[config.mk]
export PLATFORM = sky130hd
export DESIGN_NAME = pc_fetch_unit
export DESIGN_NICKNAME = d
export VERILOG_FILES = /design/src/rtl/pc_fetch_unit_pkg.sv /design/src/rtl/pc_fetch_unit_if_id_reg.sv /design/src/rtl/pc_fetch_unit.sv
export SDC_FILE = /design/constraint.sdc
export NUM_CORES = 1
export LEC_CHECK = 0
export BUFFER_PORTS_ARGS = -buffer_cell sky130_fd_sc_hd__buf_2
export CAP_MARGIN = 20
export CORE_UTILIZATION = 35
export CTS_CLUSTER_DIAMETER = 100
export CTS_CLUSTER_SIZE = 10
export DETAILED_ROUTE_END_ITERATION = 16
export GPL_TIMING_DRIVEN = 0
export PLACE_DENSITY = 0.63
export SYNTH_ARGS = -nofsm -noshare
export SYNTH_HDL_FRONTEND = slang
export SYNTH_HIERARCHICAL = 1
export SYNTH_SLANG_ARGS = --single-unit
[constraint.sdc]
create_clock -name clk -period 2.8 [get_ports clk]
set_input_delay 0.56 -clock clk [delete_from_list [all_inputs] [get_ports clk]]
set_output_delay 0.56 -clock clk [all_outputs]
set_load 0.01 [all_outputs]
[src/rtl/pc_fetch_unit_pkg.sv]
`default_nettype none
// +----------------------------------------------------------------------+
// | pc_fetch_unit_pkg : fetch-stage states, bubble word, reset PC         |
// | Revision 1.0                                                          |
// +----------------------------------------------------------------------+
package pc_fetch_unit_pkg;

    typedef enum logic [1:0] {
        ST_BOOT  = 2'd0,
        ST_FETCH = 2'd1,
        ST_DRAIN = 2'd2
    } fetch_state_e;

    localparam logic [31:0] C_NOP_INSTR = 32'h0000_0013;
    localparam logic [31:0] C_RESET_PC  = 32'h0000_0000;

    function automatic logic [31:0] word_align(input logic [31:0] addr);
        return addr & ~32'h0000_0003;
    endfunction

endpackage
`default_nettype wire

[src/rtl/pc_fetch_unit_if_id_reg.sv]
`default_nettype none
// +----------------------------------------------------------------------+
// | if_id_reg : IF/ID pipeline register with hold, bubble and load        |
// | Revision 1.0                                                          |
// +----------------------------------------------------------------------+
module if_id_reg
    import pc_fetch_unit_pkg::*;
(
    input  logic        clk,
    input  logic        rst_n,
    input  logic        load_i,
    input  logic        bubble_i,
    input  logic        hold_i,
    input  logic [31:0] pc_i,
    input  logic [31:0] pc_plus4_i,
    input  logic [31:0] instr_i,
    output logic [31:0] pc_o,
    output logic [31:0] pc_plus4_o,
    output logic [31:0] instr_o,
    output logic        valid_o
);

    logic [31:0] pc_q, pc_plus4_q, instr_q;
    logic        valid_q;

    // Hold wins over bubble so a stalled busy-wait keeps the ID instruction.
    always_ff @(posedge clk or negedge rst_n) begin
        if (!rst_n) begin
            pc_q       <= 32'h0000_0000;
            pc_plus4_q <= 32'h0000_0004;
            instr_q    <= C_NOP_INSTR;
            valid_q    <= 1'b0;
        end else if (hold_i) begin
            pc_q       <= pc_q;
        end else if (bubble_i) begin
            instr_q    <= C_NOP_INSTR;
            valid_q    <= 1'b0;
        end else if (load_i) begin
            pc_q       <= pc_i;
            pc_plus4_q <= pc_plus4_i;
            instr_q    <= instr_i;
            valid_q    <= 1'b1;
        end
    end

    assign pc_o       = pc_q;
    assign pc_plus4_o = pc_plus4_q;
    assign instr_o    = instr_q;
    assign valid_o    = valid_q;

endmodule
`default_nettype wire

[src/rtl/pc_fetch_unit.sv]
`default_nettype none
// +----------------------------------------------------------------------+
// | pc_fetch_unit : PC, instruction-memory read port, redirect and drain  |
// | Revision 1.0                                                          |
// +----------------------------------------------------------------------+
module pc_fetch_unit
    import pc_fetch_unit_pkg::*;
#(
    parameter logic [31:0] RESET_PC = C_RESET_PC
) (
    input  logic        clk,
    input  logic        rst_n,
    input  logic        pc_sel_i,
    input  logic [31:0] branch_target_i,
    input  logic        stall_i,
    input  logic        imem_busywait_i,
    input  logic [31:0] imem_readdata_i,
    output logic        imem_read_o,
    output logic [31:0] imem_address_o,
    output logic [31:0] ifid_pc_o,
    output logic [31:0] ifid_pc_plus4_o,
    output logic [31:0] ifid_instr_o,
    output logic        ifid_valid_o,
    output logic        flush_o
);

    fetch_state_e state_q, state_d;
    logic [31:0]  pc_q, pc_d;
    logic [31:0]  hold_addr_q, hold_addr_d;
    logic         ifid_load, ifid_bubble, ifid_hold;
    logic [31:0]  w_pc_plus4;

    assign w_pc_plus4 = pc_q + 32'd4;

    always_ff @(posedge clk or negedge rst_n) begin
        if (!rst_n) begin
            state_q     <= ST_BOOT;
            pc_q        <= RESET_PC;
            hold_addr_q <= RESET_PC;
        end else begin
            state_q     <= state_d;
            pc_q        <= pc_d;
            hold_addr_q <= hold_addr_d;
        end
    end

    always_comb begin
        state_d        = state_q;
        pc_d           = pc_q;
        hold_addr_d    = hold_addr_q;
        imem_read_o    = 1'b0;
        imem_address_o = pc_q;
        ifid_load      = 1'b0;
        ifid_bubble    = 1'b0;
        ifid_hold      = 1'b1;
        case (state_q)
            ST_BOOT: begin
                state_d = ST_FETCH;
            end
            ST_FETCH: begin
                imem_read_o = 1'b1;
                ifid_hold   = 1'b0;
                if (pc_sel_i) begin
                    pc_d        = word_align(branch_target_i);
                    ifid_bubble = 1'b1;
                    if (imem_busywait_i) begin
                        state_d     = ST_DRAIN;
                        hold_addr_d = pc_q;
                    end
                end else if (imem_busywait_i) begin
                    ifid_hold   = stall_i;
                    ifid_bubble = !stall_i;
                end else if (stall_i) begin
                    ifid_hold = 1'b1;
                end else begin
                    ifid_load = 1'b1;
                    pc_d      = w_pc_plus4;
                end
            end
            ST_DRAIN: begin
                // Keep the in-flight address stable; its data is never used.
                imem_read_o    = 1'b1;
                imem_address_o = hold_addr_q;
                ifid_hold      = 1'b0;
                ifid_bubble    = 1'b1;
                if (pc_sel_i) begin
                    pc_d = word_align(branch_target_i);
                end else if (!imem_busywait_i) begin
                    state_d = ST_FETCH;
                end
            end
            default: begin
                state_d = ST_BOOT;
            end
        endcase
    end

    assign flush_o = pc_sel_i && ((state_q == ST_FETCH) || (state_q == ST_DRAIN));

    if_id_reg u_if_id_reg (
        .clk        (clk),
        .rst_n      (rst_n),
        .load_i     (ifid_load),
        .bubble_i   (ifid_bubble),
        .hold_i     (ifid_hold),
        .pc_i       (pc_q),
        .pc_plus4_i (w_pc_plus4),
        .instr_i    (imem_readdata_i),
        .pc_o       (ifid_pc_o),
        .pc_plus4_o (ifid_pc_plus4_o),
        .instr_o    (ifid_instr_o),
        .valid_o    (ifid_valid_o)
    );

endmodule
`default_nettype wire

Word-level counts from Yosys, hierarchy flattened
Index checks and enable logic that the tools add are counted.
Storage, ports and cells
  flip-flop bits (word level): 163
  input bits: 69
Operators by class
  bitwise operators: 2
  reduce and logical (&&, ||, !) cells: 12
  mux-type cells: 27
  equality and inequality tests: 9
  add/subtract/negate cells: 1
Operators by type and width (number)
  32-bit two-way mux: 7
  32-bit one-hot mux with 2 select lines: 1
  32-bit by 3-bit adder with 32-bit output (second input constant): 1
  1-bit two-way mux: 12
  2-bit != test (second input constant): 5
  2-bit two-way mux: 4
  4-bit AND reduction: 2
  3-bit != test (second input constant): 2
  2-bit one-hot mux with 3 select lines: 1
  3-bit AND reduction: 2
  1-bit one-hot mux with 2 select lines: 2
  2-bit nonzero test: 2
  2-bit by 1-bit equality test with 1-bit output (second input constant): 1
  2-bit equality test (second input constant): 1
  2-bit zero test: 1
  1-bit NOT: 2
  2-bit AND reduction: 1
  2-bit OR reduction: 1
  1-bit logical AND: 1
  1-bit zero test: 1
  1-bit logical OR: 1

Depth between registers and ports, before layout
  word-level depth: 6
  depth in mapped cells: 11
  depth with buffers taken out: 6

Cells and area by module
The synthesis kept the hierarchy.
Modules (own cells, without submodules)
  if_id_reg: area each 4184.0 um2, times used 1, sequential area each 2432.3 um2, cells each 319
  pc_fetch_unit: area each 4098.9 um2, times used 1, sequential area each 1551.5 um2, cells each 427

Least setup slack after synthesis
OpenSTA, ideal clock, no wires.
  kind: register -> register
  from: register state_q[0]
  to: register u_if_id_reg.pc_q[0], in the netlist u_if_id_reg/pc_o[0]
  library setup time: 125 ps
  arrival time: 2258 ps
  period minus slack after synthesis: 2382 ps
  slack: 418 ps
  cell stages (with the launch flop): 11
  required time: 2675 ps
  path buffers: 5
  cells stage by stage: dfrtp_1 inv_1 ha_1 clkbuf_1 clkbuf_1 clkbuf_1 o21a_1 nor3b_1 buf_4 buf_6 mux2_2
On the way
  cells in the longest elaborated chain, start to end: 4
RTL lines
  start: declaration: line pc_fetch_unit.sv:27  | fetch_state_e state_q, state_d;
  start signal: assignment: line pc_fetch_unit.sv:41  | state_q <= state_d;
  2-bit equality test or 2-bit by 1-bit equality test with 1-bit output (tied branches): line pc_fetch_unit.sv:56  | case (state_q)
  1-bit one-hot mux with 2 select lines (*): line pc_fetch_unit.sv:56
  net ifid_bubble: line pc_fetch_unit.sv:30  | logic ifid_load, ifid_bubble, ifid_hold;
  1-bit NOT (no line) (*)
  3-bit AND reduction (no line) (*)
  end signal: assignment: line pc_fetch_unit_if_id_reg.sv:34  | pc_q <= pc_q;
  end signal: assignment: line pc_fetch_unit_if_id_reg.sv:39  | pc_q <= pc_i;
  end: declaration: line pc_fetch_unit_if_id_reg.sv:23  | logic [31:0] pc_q, pc_plus4_q, instr_q;
The timed path passes the listed nets; every way through them passes the cells marked *.
A chain may end at the register's enable or synchronous reset.

Final worst setup path
  from: register state_q[0]
  to: output port imem_address_o[30]
On the way
  cells in the longest elaborated chain, start to end: 2
RTL lines
  2-bit equality test: line pc_fetch_unit.sv:56
  32-bit two-way mux: line pc_fetch_unit.sv:56
  end: declaration: line pc_fetch_unit.sv:19  | output logic [31:0] imem_address_o,
Every way passes these cells.

==> results_dict.tcl <==
set metrics [dict create \
    outcome "complete, no violations" \
    ys_seq_area_frac 0.4810 \
    synth.cell_area_um2 8283 \
    worst_pin_slew_ns 0.8502 \
    cp_top_family "buffers and inverters" \
    grt_pass1_vias 6685 \
    wl_per_cell_um 18.63 \
    worst_setup_path_end_kind "output pin" \
    synthSimpleGateAreaFrac 0.1323 \
    layout_commonest_cell "buf_2" \
    post_cts_resized 9 \
    max_freq_mhz 374.3 \
    worst_ep_arrival_time_ns 2.11 \
    synthArstFlopShare 1.000 \
    setup_ws_ns 0.1284 \
    final_max_slew_viol_count 0 \
    synth_compound_area_frac 0.1219 \
    synth_top_family_by_area "multiplexers" \
    dp_cells 1259 \
    cts_tree "built" \
    path_depth 6 \
    cp_max_fo 10 \
    hold_buffers 0 \
    cts_inserted_buffers 17 \
    drive_gt1_frac 0.4289 \
    cts_sinks 159 \
    p_leak_nw 4.625 \
    net-switching-power_w 0.005028 \
    synth_warnings 6 \
    place_area_um2 9702 \
    r2r_cells 7 \
    ir_drop_mv 0.5445 \
    die_area_um2 24280 \
    p_int_w 0.007554 \
    crit_required_ns 2.24 \
    muxShareOfSynthArea 0.1681 \
    worstPathBufferInverterCount 4 \
    cp_slowest_cell "dfrtp_1" \
    min_period_ns 2.672 \
    period_share 0.9541 \
    tns_ns 0 \
    worstHoldPathType "in2async" \
    clock_latency_ns 0.43 \
    dr.pass1.iters 5 \
    io_pins 200 \
    pwr-share-clk 0.206 \
    hpwl_um 16950 \
    pre_cts_ws_ns -0.2693 \
    final_cell_mix "211 x buf_2, 154 x dfrtp_1, 121 x mux2_2" \
    slew_headroom 0.4285 \
    core_um2 22920 \
    maxCapViolations 0 \
    cp-start-kind "flop" \
    n_fill_cell 2200 \
    ant_nets 0 \
    hold_viol 0 \
    start_util 0.3615 \
    grt_pass1_wl_um 37350 \
    grt_max_degree 107 \
    ctsRootBufferMaster "clkbuf_16" \
    finalNonFillerCells 1291 \
    synth_top_area_cell "dfrtp_1" \
    antenna_found_initial 2 \
    seq_power_share 0.324 \
    yosys.area.top_type_share 0.4683 \
    path_clk_slew_ns 0.07 \
    synth_xor_area_frac 0.02855 \
    fp.dieW_um 155.8 \
    io_buffers 194 \
    post_cts_buffers 0 \
    rsz0062_at_grt "no" \
    dr_total_vias 6767 \
    skew_ns 0.01465 \
    switching_share 0.3996 \
    synth_edf_count 0 \
    h-tree-depth 4 \
    num-nets-final 1037 \
    ys_ff_latch 159 \
    ys_types 58 \
    final_cell_area_um2 10380 \
    syn_inst 746 \
    row_count 55 \
    die_h_um 155.8 \
    area_growth_syn_to_layout_pct 25.35 \
    path_class "reg2out" \
    synth_area_per_cell_um2 11.10 \
    synthFlopType "dfrtp_1" \
    power_frac_comb 0.471 \
    power_density_nw_per_um2 1212 \
    grt_overflow 0 \
    cts_buffer_depth 2 \
    yosys.area_share.adder 0.006042 \
    gp_congestion 0.7981 \
    drt-total-wl_um 24050 \
    routed_via_density 5.242 \
    crit_chain "inv_1, ha_2, clkbuf_8, clkbuf_4, mux2_2, buf_2" \
    drt_iter0_drc 554 \
    drc 0 \
    hold_ws_ns 0.03781 \
    synth_area_leaders "dfrtp_1 47%, mux2_2 16%, nand2_1 2.9%" \
    grtUsageTotal 0.2006 \
    setup_violations 0 \
    slowest_delay_ns 0.40 \
]
-- kinds of logic (layout without fill, tap and decap cells) --
kind of cell,Yosys count,in the layout
AO/OA/AOI/OAI,127,127
XOR/XNOR,27,27
adder cells (fa/ha/maj),4,4
buffers and inverters,108,334
flip-flops,159,159
multiplexers,124,124
other,1,7
AND/OR/NAND/NOR,196,196
-- path summary, 6_finish.rpt --
kind	from	end	slack (ns)
setup reg to reg	pc_q[2]$_DFFE_PN0P_	u_if_id_reg/pc_plus4_o[26]$_DFFE_PN0P_	0.14
min in group clk	branch_target_i[3]	pc_q[3]$_DFFE_PN0P_	0.38
max in group asynchronous	rst_n	pc_q[3]$_DFFE_PN0P_	1.83
hold reg to reg	hold_addr_q[2]$_DFFE_PN0P_	hold_addr_q[2]$_DFFE_PN0P_	0.48
setup / recovery	state_q[0]$_DFFE_PN0P_	imem_address_o[30]	0.13
hold / removal	rst_n	u_if_id_reg/instr_o[9]$_DFFE_PN0P_	0.04
-- power by group through the flow --
stage	logic, W	registers [W]	clock network, W
6_report	0.00592	0.00407	0.00259
5_1_grt	0.00647	0.00422	0.00274
4_1_cts	0.00594	0.00408	0.00265
3_5_place_dp	0.00587	0.00411	0
3_3_place_gp	0.00580	0.00406	0
2_1_floorplan	0.00363	0.00425	0
-- worst reg2reg max path, delay by kind of cell (launching register included) --
kind	cells	cell delay, ns
flip-flops	1	0.46
buffers and inverters	1	0.22
adder cells (fa/ha/maj)	1	0.28
AND/OR/NAND/NOR	3	1.18
multiplexers	1	0.27
XOR/XNOR	1	0.14
-- cell usage after synthesis, drive strengths merged (20+ instances only) --
master  instances
buf            34
clkbuf         39
dfrtp         155
inv            35
mux2          121
nand2          65
nand3          22
nand3b         30
o21ai          20
o221ai         29
xnor2          22
-- state kept, by name (all words and copies together), names as in the netlist --
signal / cells
state_q: 2
u_if_id_reg/pc_o: 32
pc_q: 30
u_if_id_reg/valid_o: 1
u_if_id_reg/instr_o: 32
hold_addr_q: 30
u_if_id_reg/pc_plus4_o: 32
-- routing by layer --
layer / part of all wire / GRT usage
met4: 0.012 / 0.04622
met2: 0.46 / 0.3206
met1: 0.45 / 0.2723
met3: 0.070 / 0.05000
met5: 0.00046 / 0
-- cell type report --
type | count | area (um^2) | share of cell area
antenna | 1 | 2.502 | 0.0002410
inverter | 35 | 131.4 | 0.01265
multi-input combinational | 484 | 3822 | 0.3682
tap | 313 | 391.6 | 0.03772
clock inverter | 15 | 219.0 | 0.02109
clock buffer | 17 | 425.4 | 0.04097
buffer | 72 | 396.6 | 0.03820
timing repair buffer | 195 | 1008 | 0.09713
sequential | 159 | 3985 | 0.3838
-- metrics by stage --
stage	utilization	total power [W]
after detailed placement	0.4234	0.009987
after global routing	0.4530	0.01343
final	0.4531	0.01258
after floorplan	-	0.007872
after CTS	0.4521	0.01266
after global placement	0.4217	0.009862
Power figures use the tool's default switching activity.
